<file path="src/rtl/load_store_unit_pkg.sv">
// Shared types for the load/store unit: FSM states, access-size encodings and
// the memory-mapped timer register addresses used when MMIO_TIMER_EN is defined.
package enums;

  typedef enum logic [1:0] {
    IDLE     = 2'd0,
    BUS_WAIT = 2'd1,
    RESP     = 2'd2
  } lsu_state_t;

  typedef enum logic [1:0] {
    UNIT_BYTE    = 2'b00,
    UNIT_HALF    = 2'b01,
    UNIT_WORD    = 2'b10,
    UNIT_ILLEGAL = 2'b11
  } lsu_unit_t;

  typedef enum logic [2:0] {
    MMIO_NONE        = 3'd0,
    MMIO_MCYCLE_LO   = 3'd1,
    MMIO_MCYCLE_HI   = 3'd2,
    MMIO_MTIMECMP_LO = 3'd3,
    MMIO_MTIMECMP_HI = 3'd4
  } mmio_sel_t;

  localparam logic [31:0] MMIO_MCYCLE_LO_ADDR   = 32'h0200_BFF8;
  localparam logic [31:0] MMIO_MCYCLE_HI_ADDR   = 32'h0200_BFFC;
  localparam logic [31:0] MMIO_MTIMECMP_LO_ADDR = 32'h0200_4000;
  localparam logic [31:0] MMIO_MTIMECMP_HI_ADDR = 32'h0200_4004;

  // Decode on the word address so sub-word accesses to a timer word still hit
  // (and can be rejected as access faults).
  function automatic mmio_sel_t mmio_decode(input logic [31:0] addr);
    mmio_sel_t sel;
    sel = MMIO_NONE;
    if (addr[31:2] == MMIO_MCYCLE_LO_ADDR[31:2])   sel = MMIO_MCYCLE_LO;
    if (addr[31:2] == MMIO_MCYCLE_HI_ADDR[31:2])   sel = MMIO_MCYCLE_HI;
    if (addr[31:2] == MMIO_MTIMECMP_LO_ADDR[31:2]) sel = MMIO_MTIMECMP_LO;
    if (addr[31:2] == MMIO_MTIMECMP_HI_ADDR[31:2]) sel = MMIO_MTIMECMP_HI;
    return sel;
  endfunction

endpackage

</file>
<file path="src/rtl/load_store_unit_if.sv">
// Word-wide memory bus between the load/store unit (master) and memory (slave).
interface load_store_unit_if;
  logic        bus_req;
  logic        bus_we;
  logic [31:0] bus_addr;
  logic [31:0] bus_wd;
  logic [3:0]  bus_be;
  logic        bus_ack;
  logic [31:0] bus_rd;

  modport master (
    output bus_req, bus_we, bus_addr, bus_wd, bus_be,
    input  bus_ack, bus_rd
  );

  modport slave (
    input  bus_req, bus_we, bus_addr, bus_wd, bus_be,
    output bus_ack, bus_rd
  );
endinterface

</file>
<file path="src/rtl/lsu_lane_align.sv">
// Combinational lane steering: byte enables, store-data shift, load-data shift
// back to lane 0 (zero-filled), and the alignment check for the access size.
module lsu_lane_align
  import enums::*;
(
  input  logic [1:0]  offset,
  input  lsu_unit_t   unit,
  input  logic [31:0] wd,
  input  logic [31:0] rd_word,
  output logic [3:0]  be,
  output logic [31:0] wd_lane,
  output logic [31:0] rd_lane,
  output logic        misaligned
);

  always_comb begin
    be         = 4'b0000;
    misaligned = 1'b0;
    case (unit)
      UNIT_BYTE: be = 4'b0001 << offset;
      UNIT_HALF: begin
        be         = 4'b0011 << offset;
        misaligned = offset[0];
      end
      UNIT_WORD: begin
        be         = 4'b1111;
        misaligned = |offset;
      end
      default: misaligned = 1'b1;
    endcase
    wd_lane = wd << {offset, 3'b000};
    rd_lane = rd_word >> {offset, 3'b000};
  end

endmodule

</file>
<file path="src/rtl/load_store_unit.sv">
// Single-outstanding load/store unit with bus timeout; define MMIO_TIMER_EN to
// map the mcycle/mtimecmp timer registers into the address space.
module load_store_unit
  import enums::*;
#(
  parameter int BUS_TIMEOUT = 255
) (
  input  logic               clk,
  input  logic               reset,
  input  logic               req_valid,
  input  logic               req_we,
  input  logic [31:0]        req_addr,
  input  logic [31:0]        req_wd,
  input  logic [1:0]         req_unit,
  output logic               req_ready,
  output logic               resp_valid,
  output logic [31:0]        resp_rd,
  output logic               resp_misaligned,
  output logic               resp_access_fault,
  load_store_unit_if.master  bus,
  input  logic [63:0]        mcycle,
  input  logic [63:0]        mtimecmp,
  output logic [63:0]        mcycle_next_mem,
  output logic               mcycle_we,
  output logic [63:0]        mtimecmp_next
);

  lsu_state_t  state_reg, state_next;
  logic [31:0] addr_reg, wd_reg, rd_reg, wait_cnt_reg;
  lsu_unit_t   unit_reg;
  logic        we_reg, misaligned_reg, access_fault_reg;

  logic        accept, timeout, req_is_word, mmio_hit, mmio_ok;
  logic [31:0] mmio_rd;

  logic [1:0]  lane_offset;
  lsu_unit_t   lane_unit;
  logic [31:0] lane_wd_in, lane_wd, lane_rd;
  logic [3:0]  lane_be;
  logic        lane_misaligned;

  assign accept      = req_valid && (state_reg == IDLE);
  assign timeout     = (wait_cnt_reg == 32'(BUS_TIMEOUT - 1));
  assign req_is_word = (lsu_unit_t'(req_unit) == UNIT_WORD);
  assign mmio_ok     = mmio_hit && !lane_misaligned && req_is_word;

  // The aligner sees the incoming request while idle (for the misalign check)
  // and the latched access afterwards, which keeps bus outputs stable.
  always_comb begin
    if (state_reg == IDLE) begin
      lane_offset = req_addr[1:0];
      lane_unit   = lsu_unit_t'(req_unit);
      lane_wd_in  = req_wd;
    end else begin
      lane_offset = addr_reg[1:0];
      lane_unit   = unit_reg;
      lane_wd_in  = wd_reg;
    end
  end

  lsu_lane_align u_lane_align (
    .offset     (lane_offset),
    .unit       (lane_unit),
    .wd         (lane_wd_in),
    .rd_word    (bus.bus_rd),
    .be         (lane_be),
    .wd_lane    (lane_wd),
    .rd_lane    (lane_rd),
    .misaligned (lane_misaligned)
  );

  always_comb begin
    state_next = state_reg;
    case (state_reg)
      IDLE: begin
        if (accept) begin
          state_next = (lane_misaligned || mmio_hit) ? RESP : BUS_WAIT;
        end
      end
      BUS_WAIT: begin
        if (bus.bus_ack || timeout) state_next = RESP;
      end
      RESP:    state_next = IDLE;
      default: state_next = IDLE;
    endcase
  end

  always_ff @(posedge clk) begin
    if (reset) begin
      state_reg        <= IDLE;
      addr_reg         <= '0;
      wd_reg           <= '0;
      unit_reg         <= UNIT_BYTE;
      we_reg           <= 1'b0;
      rd_reg           <= '0;
      wait_cnt_reg     <= '0;
      misaligned_reg   <= 1'b0;
      access_fault_reg <= 1'b0;
    end else begin
      state_reg <= state_next;
      case (state_reg)
        IDLE: begin
          if (accept) begin
            addr_reg         <= req_addr;
            wd_reg           <= req_wd;
            unit_reg         <= lsu_unit_t'(req_unit);
            we_reg           <= req_we;
            wait_cnt_reg     <= '0;
            misaligned_reg   <= lane_misaligned;
            access_fault_reg <= mmio_hit && !lane_misaligned && !req_is_word;
            rd_reg           <= (mmio_ok && !req_we) ? mmio_rd : '0;
          end
        end
        BUS_WAIT: begin
          // Ack takes priority over a timeout expiring in the same cycle.
          if (bus.bus_ack) begin
            rd_reg <= lane_rd;
          end else if (timeout) begin
            access_fault_reg <= 1'b1;
            rd_reg           <= '0;
          end else begin
            wait_cnt_reg <= wait_cnt_reg + 32'd1;
          end
        end
        default: ;
      endcase
    end
  end

  assign req_ready         = (state_reg == IDLE);
  assign resp_valid        = (state_reg == RESP);
  assign resp_rd           = resp_valid ? rd_reg : '0;
  assign resp_misaligned   = resp_valid && misaligned_reg;
  assign resp_access_fault = resp_valid && access_fault_reg;

  assign bus.bus_req  = (state_reg == BUS_WAIT);
  assign bus.bus_we   = we_reg;
  assign bus.bus_addr = {addr_reg[31:2], 2'b00};
  assign bus.bus_be   = lane_be;
  assign bus.bus_wd   = lane_wd;

`ifdef MMIO_TIMER_EN
  mmio_sel_t mmio_req_sel, mmio_sel_reg;

  assign mmio_req_sel = mmio_decode(req_addr);
  assign mmio_hit     = (mmio_req_sel != MMIO_NONE);

  always_comb begin
    mmio_rd = '0;
    case (mmio_req_sel)
      MMIO_MCYCLE_LO:   mmio_rd = mcycle[31:0];
      MMIO_MCYCLE_HI:   mmio_rd = mcycle[63:32];
      MMIO_MTIMECMP_LO: mmio_rd = mtimecmp[31:0];
      MMIO_MTIMECMP_HI: mmio_rd = mtimecmp[63:32];
      default:          mmio_rd = '0;
    endcase
  end

  // Only a legal word access keeps its register selection for the write-back.
  always_ff @(posedge clk) begin
    if (reset) begin
      mmio_sel_reg <= MMIO_NONE;
    end else if (accept) begin
      mmio_sel_reg <= mmio_ok ? mmio_req_sel : MMIO_NONE;
    end
  end

  always_comb begin
    mcycle_next_mem = mcycle;
    mcycle_we       = 1'b0;
    mtimecmp_next   = mtimecmp;
    if ((state_reg == RESP) && we_reg) begin
      case (mmio_sel_reg)
        MMIO_MCYCLE_LO: begin
          mcycle_next_mem = {mcycle[63:32], wd_reg};
          mcycle_we       = 1'b1;
        end
        MMIO_MCYCLE_HI: begin
          mcycle_next_mem = {wd_reg, mcycle[31:0]};
          mcycle_we       = 1'b1;
        end
        MMIO_MTIMECMP_LO: mtimecmp_next = {mtimecmp[63:32], wd_reg};
        MMIO_MTIMECMP_HI: mtimecmp_next = {wd_reg, mtimecmp[31:0]};
        default: ;
      endcase
    end
  end
`else
  assign mmio_hit        = 1'b0;
  assign mmio_rd         = '0;
  assign mcycle_next_mem = mcycle;
  assign mcycle_we       = 1'b0;
  assign mtimecmp_next   = mtimecmp;
`endif

endmodule

</file>
<file path="src/flat_wrapper.sv">
// flat-port wrapper written by rule: the top's interface ports become plain ports
module load_store_unit_flat import enums::*;
#(
  parameter int BUS_TIMEOUT = 255
)
  (clk, reset, req_valid, req_we, req_addr, req_wd, req_unit, req_ready, resp_valid, resp_rd, resp_misaligned, resp_access_fault, mcycle, mtimecmp, mcycle_next_mem, mcycle_we, mtimecmp_next, bus_bus_req, bus_bus_we, bus_bus_addr, bus_bus_wd, bus_bus_be, bus_bus_ack, bus_bus_rd);
  load_store_unit_if bus_i ();
  input  logic clk;
  input  logic reset;
  input  logic req_valid;
  input  logic req_we;
  input  logic [31:0] req_addr;
  input  logic [31:0] req_wd;
  input  logic [1:0] req_unit;
  output logic req_ready;
  output logic resp_valid;
  output logic [31:0] resp_rd;
  output logic resp_misaligned;
  output logic resp_access_fault;
  input  logic [63:0] mcycle;
  input  logic [63:0] mtimecmp;
  output logic [63:0] mcycle_next_mem;
  output logic mcycle_we;
  output logic [63:0] mtimecmp_next;
  output wire logic [$bits(bus_i.bus_req)-1:0] bus_bus_req;
  output wire logic [$bits(bus_i.bus_we)-1:0] bus_bus_we;
  output wire logic [$bits(bus_i.bus_addr)-1:0] bus_bus_addr;
  output wire logic [$bits(bus_i.bus_wd)-1:0] bus_bus_wd;
  output wire logic [$bits(bus_i.bus_be)-1:0] bus_bus_be;
  input wire logic [$bits(bus_i.bus_ack)-1:0] bus_bus_ack;
  input wire logic [$bits(bus_i.bus_rd)-1:0] bus_bus_rd;
  assign bus_bus_req = bus_i.bus_req;
  assign bus_bus_we = bus_i.bus_we;
  assign bus_bus_addr = bus_i.bus_addr;
  assign bus_bus_wd = bus_i.bus_wd;
  assign bus_bus_be = bus_i.bus_be;
  assign bus_i.bus_ack = bus_bus_ack;
  assign bus_i.bus_rd = bus_bus_rd;
  load_store_unit #(.BUS_TIMEOUT(BUS_TIMEOUT)) u_core (.clk(clk), .reset(reset), .req_valid(req_valid), .req_we(req_we), .req_addr(req_addr), .req_wd(req_wd), .req_unit(req_unit), .req_ready(req_ready), .resp_valid(resp_valid), .resp_rd(resp_rd), .resp_misaligned(resp_misaligned), .resp_access_fault(resp_access_fault), .bus(bus_i), .mcycle(mcycle), .mtimecmp(mtimecmp), .mcycle_next_mem(mcycle_next_mem), .mcycle_we(mcycle_we), .mtimecmp_next(mtimecmp_next));
endmodule
</file>
<file path="config.mk">
export PLATFORM = sky130hd
export DESIGN_NAME = load_store_unit_flat
export DESIGN_NICKNAME = d
export VERILOG_FILES = /design/src/rtl/load_store_unit_pkg.sv /design/src/rtl/load_store_unit_if.sv /design/src/rtl/lsu_lane_align.sv /design/src/rtl/load_store_unit.sv /design/src/flat_wrapper.sv
export SDC_FILE = /design/constraint.sdc
export NUM_CORES = 1
export LEC_CHECK = 0
export CORE_AREA = 2 2 181 183
export DETAILED_ROUTE_END_ITERATION = 6
export DIE_AREA = 0 0 183 185
export PLACE_DENSITY = 0.63
export SLEW_MARGIN = 10
export SYNTH_ARGS = -nofsm -noshare
export SYNTH_HDL_FRONTEND = slang
export SYNTH_SLANG_ARGS = --single-unit
</file>
<file path="constraint.sdc">
create_clock -name clk -period 5.67 [get_ports clk]
set_input_delay 0.8505 -clock clk [delete_from_list [all_inputs] [get_ports clk]]
set_output_delay 0.8505 -clock clk [all_outputs]
set_load 0.02 [all_outputs]
</file>
==> flow_metrics.env <==
export IMPL_fmax_mhz=200
export IMPL_hp_class="reg -> reg"
export IMPL_grt_pass1_wl_mm=38.8
export IMPL_p_leak_nw=3.72
export IMPL_ff2ff_setup_slack_ps=2240
export IMPL_chipWidth_um=183
export IMPL_drt_vias_per_instance=4.86
export IMPL_cp_start_kind="flop"
export IMPL_fin_skew_ps=10.6
export IMPL_grt_pass1_vias=7279
export IMPL_syn_inst=1037
export IMPL_yosysTopAreaCellShare_pct=32.7
export IMPL_synth_area_mm2=0.00826
export IMPL_vdd_drop_max_mv=0.182
export IMPL_drt_first_pass_iters=5
export IMPL_clkTransAtPathRegs_ps=60
export IMPL_p_switching_w=0.000853
export IMPL_die_y_um=185
export IMPL_final_max_slew_viol_count=0
export IMPL_power_density_mw_per_mm2=291
export IMPL_htree_num_levels=4
export IMPL_pwr_share_seq_pct=34.9
export IMPL_grt_max_degree=50
export IMPL_setup_viol=0
export IMPL_area_growth_syn_to_layout_pct=22.6
export IMPL_synth_ff_type="dfxtp_1"
export IMPL_post_cts_resize_count=0
export IMPL_drive_above_1_share_pct=8.53
export IMPL_cts_tree="built"
export IMPL_place_ws_ps=1190
export IMPL_synth_edf_count=0
export IMPL_fin_tns_setup_ps=0
export IMPL_synth_seq_cells=135
export IMPL_ctsHoldBuffers=0
export IMPL_fin_crit_sh_pct=88.2
export IMPL_core_mm2=0.0320
export IMPL_power_frac_clock_pct=40.6
export IMPL_routedWlPerCell_um=16.8
export IMPL_postCtsSetupBuffers=0
export IMPL_worstPathArrival_ps=4150
export IMPL_period_minus_slack_ps=5000
export IMPL_cts_path_max_buffers=2
export IMPL_cts_buffers=17
export IMPL_start_util_pct=25.8
export IMPL_pwr_share_comb_pct=24.5
export IMPL_fill_cells=3356
export IMPL_p_int_w=0.00209
export IMPL_yosysMostFrequentCell="nand2_1"
export IMPL_max_slew_worst_pin_slew_ps=1100
export IMPL_ios=466
export IMPL_yosysTopAreaCell="dfxtp_1"
export IMPL_cts_sinks=135
export IMPL_crit_path_max_fanout=44
export IMPL_placementRows=66
export IMPL_hpwl_mm=18.0
export IMPL_critPathKind="reg -> out"
export IMPL_via_count=7176
export IMPL_yosys_warnings=0
export IMPL_status="finished clean"
export IMPL_drc=0
export IMPL_port_buffers=206
export IMPL_drtIter0Drc=367
export IMPL_grt_overflow=0
export IMPL_maxCapViolations=0
export IMPL_place_area_mm2=0.00948
export IMPL_ant_nets=0
export IMPL_slew_headroom_pct=26.3
export IMPL_fin_nets=1288
export IMPL_root_buffer="clkbuf_16"
export IMPL_grt_setup_unrepaired="no"
export IMPL_power_share_switching_pct=29.0
export IMPL_hold_violations=0
export IMPL_grtUsageTotal_pct=14.6
export IMPL_synth_area_top_cells="dfxtp_1, buf_4, nand2_1"
export IMPL_antenna_found_initial=1
export IMPL_layout_setup_ws_ps=671
export IMPL_final_cell_area_mm2=0.0101
export IMPL_synth_distinct_cells=53
export IMPL_die_area_mm2=0.0339
export IMPL_wl_mm=24.9
export IMPL_endpoint_kind="output pin"
export IMPL_avgSynthCellArea_um2=7.96
export IMPL_critPathRequiredTime_ps=4820
export IMPL_synth_common_cells="nand2_1, buf_4, dfxtp_1"
export IMPL_ys_seq_area_share_pct=32.7
export IMPL_place_congestion=0.842
export IMPL_clock_latency_ps=420
export IMPL_synth_async_reset_ratio_pct=0
export IMPL_hold_ws_ps=451
layer usage:
metal	global-route usage, %	up-vias	wire, um
met5	0	-	0
met2	24.3	317	11900
met1	16.6	3354	10100
met3	4.64	92	1790
li1	-	3413	-
met4	7.97	0	1090
cell families (layout without fill, tap and decap cells):
group / after synthesis / after routing / synth area share, %
buffers and inverters: 231 / 259 / 18.5
muxes: 78 / 78 / 11.4
other: 1 / 4 / 0.0454
DFF: 135 / 135 / 32.7
adders and majority gates: 2 / 2 / 0.303
AOI/OAI and AO/OA: 180 / 180 / 13.7
xor gates and xnor gates: 17 / 17 / 1.80
and+or+nand+nor: 393 / 393 / 21.6
power by group through the flow:
stage / Sequential (W) / Clock [W] / Combinational [W]
2_1_floorplan: 0.00103 / 0 / 0.000577
3_3_place_gp: 0.00105 / 0 / 0.000716
3_5_place_dp: 0.00105 / 0 / 0.000720
4_1_cts: 0.00103 / 0.00123 / 0.000724
5_1_grt: 0.00103 / 0.00127 / 0.000780
6_report: 0.00103 / 0.00120 / 0.000721
critical path, stage by stage (launching register included):
cell,delay (ps)
dfxtp_1,500
or2_2,780
inv_8,200
mux2_2,810
nand2_1,500
o22ai_1,270
clkdlybuf4s50_1,650
worst paths after layout:
kind                       startpoint                  to  cells after the start
hold / removal     u_core.addr_reg[6]  u_core.addr_reg[6]                      2
hold reg to reg    u_core.addr_reg[6]  u_core.addr_reg[6]                      2
setup reg to reg  u_core.state_reg[0]   u_core.rd_reg[25]                      7
setup / recovery  u_core.state_reg[0]      bus_bus_wd[21]                      6
cells in the final DEF, fill, tap and decap left out, drive strengths merged, types with 15 or more instances in the layout:
cell type / Yosys / routed
nor2: 76 / 76
a21oi: 96 / 96
buf: 183 / 15
and2: 35 / 35
dfxtp: 135 / 135
mux2i: 44 / 44
o2bb2ai: 16 / 16
a22o: 16 / 16
clkdlybuf4s50: 0 / 205
nand3: 19 / 19
nand2: 200 / 200
o21ai: 16 / 16
clkbuf: 40 / 23
mux2: 26 / 26
stage by stage:
step | utilization, % | cells | total power [W]
6_report | 31.6 | 1476 | 0.00294
5_1_grt | 31.6 | 1476 | 0.00309
4_1_cts | 31.5 | 1474 | 0.00298
3_5_place_dp | 29.6 | 1443 | 0.00177
3_3_place_gp | 29.6 | 1443 | 0.00176
2_1_floorplan | - | 1039 | 0.00161
cell type report:
type	instances	area (um2)	area share, %
diodes	1	2.50	0.0247
repair buffers	220	2170	21.4
inverters	8	37.5	0.371
clock buffers	23	488	4.82
clock inverters	8	144	1.42
flip-flops and latches	135	2700	26.7
multi-input cells	673	4070	40.2
well taps	408	510	5.04
Note: power is estimated with default switching activity, not from simulation.
